## config.mk

```make
export PLATFORM = sky130hd
export DESIGN_NAME = cpu7_prog_loader
export DESIGN_NICKNAME = d
export VERILOG_FILES = /design/src/rtl/cpu7_prog_loader.sv
export SDC_FILE = /design/constraint.sdc
export NUM_CORES = 1
export LEC_CHECK = 0
export CORE_UTILIZATION = 45
export CTS_CLUSTER_DIAMETER = 100
export DETAILED_ROUTE_END_ITERATION = 8
export GPL_ROUTABILITY_DRIVEN = 0
export PLACE_DENSITY = 0.63
export SLEW_MARGIN = 20
export SYNTH_ARGS = -nofsm -noshare
export SYNTH_HDL_FRONTEND = slang
export SYNTH_SLANG_ARGS = --single-unit
```

## constraint.sdc

```tcl
create_clock -name clk -period 2.71 [get_ports clk]
set_input_delay 0.271 -clock clk [delete_from_list [all_inputs] [get_ports clk]]
set_output_delay 0.271 -clock clk [all_outputs]
set_load 0.05 [all_outputs]
```

## src/rtl/cpu7_prog_loader.sv

```systemverilog
`default_nettype none
// +----------------------------------------------------------------------------+
// | cpu7_prog_loader: UART (8N1) framed program-image loader for cpu7_soc.     |
// | Revision: 1.0                                                              |
// +----------------------------------------------------------------------------+
module cpu7_prog_loader #(
  parameter int CLOCK_FREQ_MHZ = 1,
  parameter int BAUD_RATE      = 100000,
  parameter int PROGRAM_SIZE   = 1024
) (
  input  logic                            clk,
  input  logic                            rst_n,
  input  logic                            rx,
  output logic                            mem_we,
  output logic [$clog2(PROGRAM_SIZE)-1:0] mem_addr,
  output logic [7:0]                      mem_wdata,
  output logic                            cpu_hold,
  output logic                            done,
  output logic                            err
);

  localparam int AW           = $clog2(PROGRAM_SIZE);
  localparam int CLKS_PER_BIT = CLOCK_FREQ_MHZ * 1000000 / BAUD_RATE;
  localparam int CW           = $clog2(CLKS_PER_BIT);

  localparam logic [CW-1:0] HALF_LAST     = CW'(CLKS_PER_BIT / 2 - 1);
  localparam logic [CW-1:0] FULL_LAST     = CW'(CLKS_PER_BIT - 1);
  localparam logic [16:0]   PROG_SIZE_EXT = 17'(PROGRAM_SIZE);
  localparam logic [7:0]    SYNC_BYTE     = 8'hA5;

  localparam logic [1:0] RX_IDLE  = 2'd0;
  localparam logic [1:0] RX_START = 2'd1;
  localparam logic [1:0] RX_DATA  = 2'd2;
  localparam logic [1:0] RX_STOP  = 2'd3;

  localparam logic [2:0] LD_IDLE   = 3'd0;
  localparam logic [2:0] LD_LEN_HI = 3'd1;
  localparam logic [2:0] LD_LEN_LO = 3'd2;
  localparam logic [2:0] LD_DATA   = 3'd3;
  localparam logic [2:0] LD_CSUM   = 3'd4;

  logic          rx_meta_q, rx_sync_q, rx_prev_q;
  logic [1:0]    rx_state_q, rx_state_d;
  logic [CW-1:0] rx_cnt_q, rx_cnt_d;
  logic [2:0]    rx_bit_q, rx_bit_d;
  logic [7:0]    rx_shift_q, rx_shift_d;
  logic          byte_valid, frame_err;

  logic [2:0]    ld_state_q, ld_state_d;
  logic [7:0]    len_hi_q, len_hi_d;
  logic [15:0]   len_q, len_d;
  logic [AW-1:0] count_q, count_d;
  logic [7:0]    acc_q, acc_d;
  logic [15:0]   frame_len;

  logic          mem_we_q, mem_we_d;
  logic [AW-1:0] mem_addr_q, mem_addr_d;
  logic [7:0]    mem_wdata_q, mem_wdata_d;
  logic          cpu_hold_q, cpu_hold_d;
  logic          done_q, done_d;
  logic          err_q, err_d;

  // The idle-high reset value of the synchroniser keeps reset release from
  // looking like a start-bit edge.
  always_ff @(posedge clk or negedge rst_n) begin
    if (!rst_n) begin
      rx_meta_q <= 1'b1;
      rx_sync_q <= 1'b1;
      rx_prev_q <= 1'b1;
    end else begin
      rx_meta_q <= rx;
      rx_sync_q <= rx_meta_q;
      rx_prev_q <= rx_sync_q;
    end
  end

  always_comb begin
    rx_state_d = rx_state_q;
    rx_cnt_d   = rx_cnt_q;
    rx_bit_d   = rx_bit_q;
    rx_shift_d = rx_shift_q;
    byte_valid = 1'b0;
    frame_err  = 1'b0;
    case (rx_state_q)
      RX_IDLE: begin
        if (rx_prev_q && !rx_sync_q) begin
          rx_state_d = RX_START;
          rx_cnt_d   = '0;
        end
      end
      RX_START: begin
        if (rx_cnt_q == HALF_LAST) begin
          rx_cnt_d   = '0;
          rx_bit_d   = '0;
          rx_state_d = rx_sync_q ? RX_IDLE : RX_DATA;
        end else begin
          rx_cnt_d = rx_cnt_q + 1'b1;
        end
      end
      RX_DATA: begin
        if (rx_cnt_q == FULL_LAST) begin
          rx_cnt_d   = '0;
          rx_shift_d = {rx_sync_q, rx_shift_q[7:1]};
          if (rx_bit_q == 3'd7) begin
            rx_state_d = RX_STOP;
          end else begin
            rx_bit_d = rx_bit_q + 1'b1;
          end
        end else begin
          rx_cnt_d = rx_cnt_q + 1'b1;
        end
      end
      RX_STOP: begin
        if (rx_cnt_q == FULL_LAST) begin
          rx_cnt_d   = '0;
          rx_state_d = RX_IDLE;
          byte_valid = rx_sync_q;
          frame_err  = !rx_sync_q;
        end else begin
          rx_cnt_d = rx_cnt_q + 1'b1;
        end
      end
      default: rx_state_d = RX_IDLE;
    endcase
  end

  always_ff @(posedge clk or negedge rst_n) begin
    if (!rst_n) begin
      rx_state_q <= RX_IDLE;
      rx_cnt_q   <= '0;
      rx_bit_q   <= '0;
      rx_shift_q <= '0;
    end else begin
      rx_state_q <= rx_state_d;
      rx_cnt_q   <= rx_cnt_d;
      rx_bit_q   <= rx_bit_d;
      rx_shift_q <= rx_shift_d;
    end
  end

  assign frame_len = {len_hi_q, rx_shift_q};

  always_comb begin
    ld_state_d  = ld_state_q;
    len_hi_d    = len_hi_q;
    len_d       = len_q;
    count_d     = count_q;
    acc_d       = acc_q;
    mem_we_d    = 1'b0;
    mem_addr_d  = mem_addr_q;
    mem_wdata_d = mem_wdata_q;
    cpu_hold_d  = cpu_hold_q;
    done_d      = 1'b0;
    err_d       = err_q;
    if (frame_err && (ld_state_q != LD_IDLE)) begin
      err_d      = 1'b1;
      ld_state_d = LD_IDLE;
    end else if (byte_valid) begin
      case (ld_state_q)
        LD_IDLE: begin
          if (rx_shift_q == SYNC_BYTE) begin
            err_d      = 1'b0;
            cpu_hold_d = 1'b1;
            ld_state_d = LD_LEN_HI;
          end
        end
        LD_LEN_HI: begin
          len_hi_d   = rx_shift_q;
          ld_state_d = LD_LEN_LO;
        end
        LD_LEN_LO: begin
          len_d   = frame_len;
          count_d = '0;
          acc_d   = '0;
          if ({1'b0, frame_len} > PROG_SIZE_EXT) begin
            err_d      = 1'b1;
            ld_state_d = LD_IDLE;
          end else if (frame_len == 16'd0) begin
            ld_state_d = LD_CSUM;
          end else begin
            ld_state_d = LD_DATA;
          end
        end
        LD_DATA: begin
          mem_we_d    = 1'b1;
          mem_addr_d  = count_q;
          mem_wdata_d = rx_shift_q;
          acc_d       = acc_q + rx_shift_q;
          // The counter holds on the last byte so it never wraps at full depth.
          if (16'(count_q) == len_q - 16'd1) begin
            ld_state_d = LD_CSUM;
          end else begin
            count_d = count_q + 1'b1;
          end
        end
        LD_CSUM: begin
          if (rx_shift_q == acc_q) begin
            done_d     = 1'b1;
            cpu_hold_d = 1'b0;
          end else begin
            err_d = 1'b1;
          end
          ld_state_d = LD_IDLE;
        end
        default: ld_state_d = LD_IDLE;
      endcase
    end
  end

  always_ff @(posedge clk or negedge rst_n) begin
    if (!rst_n) begin
      ld_state_q  <= LD_IDLE;
      len_hi_q    <= '0;
      len_q       <= '0;
      count_q     <= '0;
      acc_q       <= '0;
      mem_we_q    <= 1'b0;
      mem_addr_q  <= '0;
      mem_wdata_q <= '0;
      cpu_hold_q  <= 1'b0;
      done_q      <= 1'b0;
      err_q       <= 1'b0;
    end else begin
      ld_state_q  <= ld_state_d;
      len_hi_q    <= len_hi_d;
      len_q       <= len_d;
      count_q     <= count_d;
      acc_q       <= acc_d;
      mem_we_q    <= mem_we_d;
      mem_addr_q  <= mem_addr_d;
      mem_wdata_q <= mem_wdata_d;
      cpu_hold_q  <= cpu_hold_d;
      done_q      <= done_d;
      err_q       <= err_d;
    end
  end

  assign mem_we    = mem_we_q;
  assign mem_addr  = mem_addr_q;
  assign mem_wdata = mem_wdata_q;
  assign cpu_hold  = cpu_hold_q;
  assign done      = done_q;
  assign err       = err_q;

endmodule
`default_nettype wire

```

; After elaboration in Yosys (flattened, before gate mapping)
; Cells that the tools add are included.
[word_totals]
word_cells = 120
out_inout_bits = 22
inputBits = 3
register_bits = 87
[classes]
n_reduce_logical = 24
addsub = 5
n_mux = 45
n_lt_le_gt_ge = 1
n_bitwise = 1
eq_ne = 26
[ops]
columns = op, n
row1 = 3-bit two-way mux, 9
row2 = 10-bit case mux with 2 select lines, 1
row3 = 1-bit two-way mux, 18
row4 = "2-bit != test, second input constant", 9
row5 = 10-bit by 16-bit equality test with 1-bit output, 1
row6 = "16-bit by 11-bit greater-than comparator with 1-bit output, second input constant", 1
row7 = 16-bit logical NOT, 1
row8 = 8-bit case mux with 2 select lines, 1
row9 = "16-bit by 1-bit subtractor with 16-bit output, second input constant", 1
row10 = 3-bit AND reduction, 5
row11 = 5-bit AND reduction, 3
row12 = 2-bit two-way mux, 6
row13 = 4-bit two-way mux, 3
row14 = "3-bit != test, second input constant", 4
row15 = 3-bit case mux with 4 select lines, 1
row16 = 4-bit case mux with 3 select lines, 1
row17 = "10-bit by 1-bit adder with 10-bit output, second input constant", 1
row18 = 10-bit two-way mux, 1
row19 = 8-bit adder, 1
row20 = 8-bit equality test, 1
row21 = "8-bit equality test, second input constant", 1
row22 = 2-bit case mux with 4 select lines, 1
row23 = 4-bit AND reduction, 2
row24 = 2-bit nonzero test, 4
row25 = 21 further kinds, 25

; Depth between registers and ports, before layout
[depth]
word_depth = 6
depth_mapped = 10

; Least setup slack after synthesis
; OpenSTA, ideal clock, no wires.
[synth_timing]
path_type = register to register
startpoint = register len_q[0]
endpoint = register count_q[0]
stages_incl_launch_ff = 11
t_arrival_ns = 2.491
period_less_slack_ns = 2.623
setup_time_ns = 0.133
t_required_ns = 2.577
path_slack_ns = 0.087
path_cell_list = dfrtp_1 -> inv_1 -> ha_1 -> or4b_4 -> o21a_1 -> or4_1 -> nand3_2 -> and3_4 -> buf_8 -> mux2i_1 -> o21ai_1
[synth_via]
elab_chain_len = 4
[synth_lines]
columns = item, line
row1 = "start, declared", 51  ; logic [15:0] len_q, len_d;
row2 = "start signal, assigned", 226  ; len_q <= len_d;
row3 = 16-bit by 1-bit subtractor with 16-bit output, 190  ; if (16'(count_q) == len_q - 16'd1) begin
row4 = 10-bit by 16-bit equality test with 1-bit output, 190
row5 = 2-bit != test (no source line), -
row6 = 4-bit AND reduction (no source line), -
row7 = "end signal, assigned", 227  ; count_q <= count_d;
row8 = "end, declared", 52  ; logic [AW-1:0] count_q, count_d;
; No other way between the ends.
; A chain may end at the register's enable or synchronous reset.

; Final worst setup path
[layout_timing]
startpoint = register len_q[5]
endpoint = register count_q[7]
; The elaborated chain is that of the path after synthesis.

==> qor.csv <==
metric;value;unit
status;finished clean;
port bufs;24;
EDFF count, synth;0;
synth-to-layout area growth;17.4;%
post-DP HPWL;7.14;mm
Hold Path Class;primary input to flip-flop;
Routed Wire Length;10.2;mm
crit path launch;len_q[5];
Pleak;0.00256;uW
share of cells above drive strength 1;0.237;
largest family of logic cells by synthesized area;simple AND/OR/NAND/NOR gates;
H-tree depth;3;
FP Rows;36;
GRT Overall Usage;0.206;
crit path time final;2.68;ns
Mean Syn Cell Area;10.6;um^2
die width;103;um
Worst setup EP type;flip-flop;
startpoint class of the critical path;flip-flop;
Pre-antenna DRT Iters;4;
fin nets;495;
Synth Cell Area;4610;um^2
Critical Path RT;3.00;ns
clock network power share;0.367;
Fmax;373;MHz
Synth Flop Type;dfrtp_1;
FF-to-FF End;count_q[7];
xor/xnor cell area share of the yosys netlist;0.0361;
TritonCTS clock tree;yes;
top post-synthesis cells by area;dfrtp_1 (46%), mux2_2 (11%), ha_1 (4.1%);
Clock Latency Late Sink;0.36;ns
Die Ht;103;um
Synth area leader;dfrtp_1;
post-synthesis compound-gate area fraction;0.117;
Ant. Diodes;0;
Core ar.;9860;um^2
Clock Skews;0.0166;ns
r2r worst-path depth;7;
Sw Ratio;0.277;
Iteration-0 DRC Markers;180;
unique cell type count in the Yosys netlist;67;
Post-Synth Adder-Cell Area;0.0451;
FFs w/ async S/R, synth;1.00;
Slew HR;0.544;
total CTS buffers;9;
Critical R2R Launch;len_q[5];
post-synth top area share;0.456;
pwr dens;522;nW/um^2
grt total ovfl;0;
crit path to;count_q[7];
initial antenna violation count;0;
share of synthesized cell area in and, or, nand and nor gates;0.176;
final critical-path share of the clock period;0.990;
power share of the sequential group;0.506;
Synth top cells by count;dfrtp_1 (84), mux2_2 (47), nand2_1 (40);
#FFs+latches synth;87;
first-pass GRT wire length;16.7;mm
Hold Vio Cnt, Final;0;
worst-margin pin slew;0.676;ns
largest net degree at the start of global routing;48;
Longest Clk Path Bufs;2;
Ys Warns;0;
hold slack final;0.317;ns
final slew viol count;0;
crit path kind;flip-flop to flip-flop;
maxcap violations;0;
Synth Instances;433;
final setup TNS;0;ns
vias per cell;5.70;
Comb pwr share;0.127;
Antenna Nets Post-Route;0;
final instance area;5410;um^2
Residual DRC;0;
total number of vias;3499;
Clock Root Buffer;clkbuf_8;
final setup vio count;0;
CP max FO;9;
num ports;25;
multiplexer share of the synthesized area;0.119;
Worst VDD drop;279;uV
Int Pwr;2040;uW
syn nets;452;
NetSw;782;uW
clock-pin slew on the worst setup and hold paths;0.10;ns
Tot Pwr;2820;uW
wire per inst;16.5;um
Die ar.;10600;um^2
vias in the first global route;3377;
most common cell in the netlist;dfrtp_1;
sequential area share after synthesis;0.473;
Initial Util;0.467;
TritonCTS Sinks;87;
Worst Path Arrival;2.97;ns
area of placed instances;5100;um^2
Worst R2R Setup Slack;0.03;ns
==> repair_timing <==
action | CTS | global route
gates resized for setup | 0 | 7
hold endpoints to repair | 37 | 0
setup buffers | 0 | 3
hold buffers | 1 | 0
endpoints found under the setup margin | 0 | 9
==> how the worst min path moves through the flow <==
stage	end	start	slack, ns	depth (start not counted)
2_1_floorplan	asynchronous set/reset pin	rst_n	-0.02	0
3_3_place_gp	mem_addr[5]	rst_n	0.30	1
3_5_place_dp	count_q[4]	rst_n	0.30	1
4_1_cts	rx_meta_q	rx	0.30	1
5_1_grt	rx_meta_q	rx	0.29	1
6_report	rx_meta_q	rx	0.32	1
==> flip-flops by register name, indices dropped and copies added (netlist names), named ones only <==
name	cells
mem_we	1
len_q	16
rx_meta_q	1
ld_state_q	3
rx_state_q	1
count_q	10
rx_shift_q	8
rx_bit_q	3
mem_addr	10
rx_cnt_q	4
done	1
cpu_hold	1
acc_q	8
err	1
len_hi_q	8
mem_wdata	8
rx_prev_q	1
rx_sync_q	1
==> power groups by stage <==
stage | Sequential (uW) | Combinational (uW) | Clock [uW]
after global placement | 1450 | 349 | 0
final | 1430 | 359 | 1030
after floorplan | 1430 | 263 | 0
after detailed placement | 1450 | 364 | 0
after global routing | 1440 | 408 | 1120
after CTS | 1430 | 365 | 1060
==> critical path, cell delays in order, from the launching register on <==
cell and delay (ns):
dfrtp_1 0.52, nor4_1 0.57, a21oi_1 0.19, a21o_1 0.19
and3_1 0.25, and3_2 0.27, or4_1 0.47, a21oi_1 0.15
==> placed cells by master, fill, tap and decap left out, types with 10 or more instances in the layout <==
cell type        Yosys  final
ha_1                15     14
clkdlybuf4s50_1      0     23
o21ai_0             23     23
inv_1               13     13
a21oi_1             14     14
mux2_2              47     47
nand3_1             15     15
nand2_1             40     40
xnor2_1             10     10
buf_4                0     27
nor2_1              23     23
dfrtp_1             84     84
==> cell type report <==
type                    instances  area [um^2]
clock buffers                   9          124
well taps                     133          166
inverters                      13         48.8
multi-input cells             313         2320
clock inverters                 7          104
fillers                       855         4460
repair buffers                 52          463
flip-flops and latches         87         2180
==> cell families (layout without fill, tap and decap cells) <==
logic type      Yosys count  in the layout
buf+inv                  34             81
simple gates            147            148
flops                    87             87
compound gates           81             81
xor+xnor                 19             19
mux                      49             49
fa+ha+maj                16             16
==> metrics by stage <==
stage	cells	setup slack, ns	utilization
2_1_floorplan	433	0.0866	-
3_3_place_gp	593	0.183	0.517
3_5_place_dp	593	0.0471	0.517
4_1_cts	610	0.0239	0.541
5_1_grt	614	-0.0564	0.548
6_report	614	0.0273	0.548
==> per-layer routing <==
layer | vias up | global-route usage | wire [um]
li1 | 1672 | - | -
met1 | 1734 | 0.286 | 4850
met2 | 72 | 0.330 | 4730
met3 | 21 | 0.0343 | 383
met4 | 0 | 0.0672 | 190
met5 | - | 0 | 0
Power figures use the tool's default switching activity.
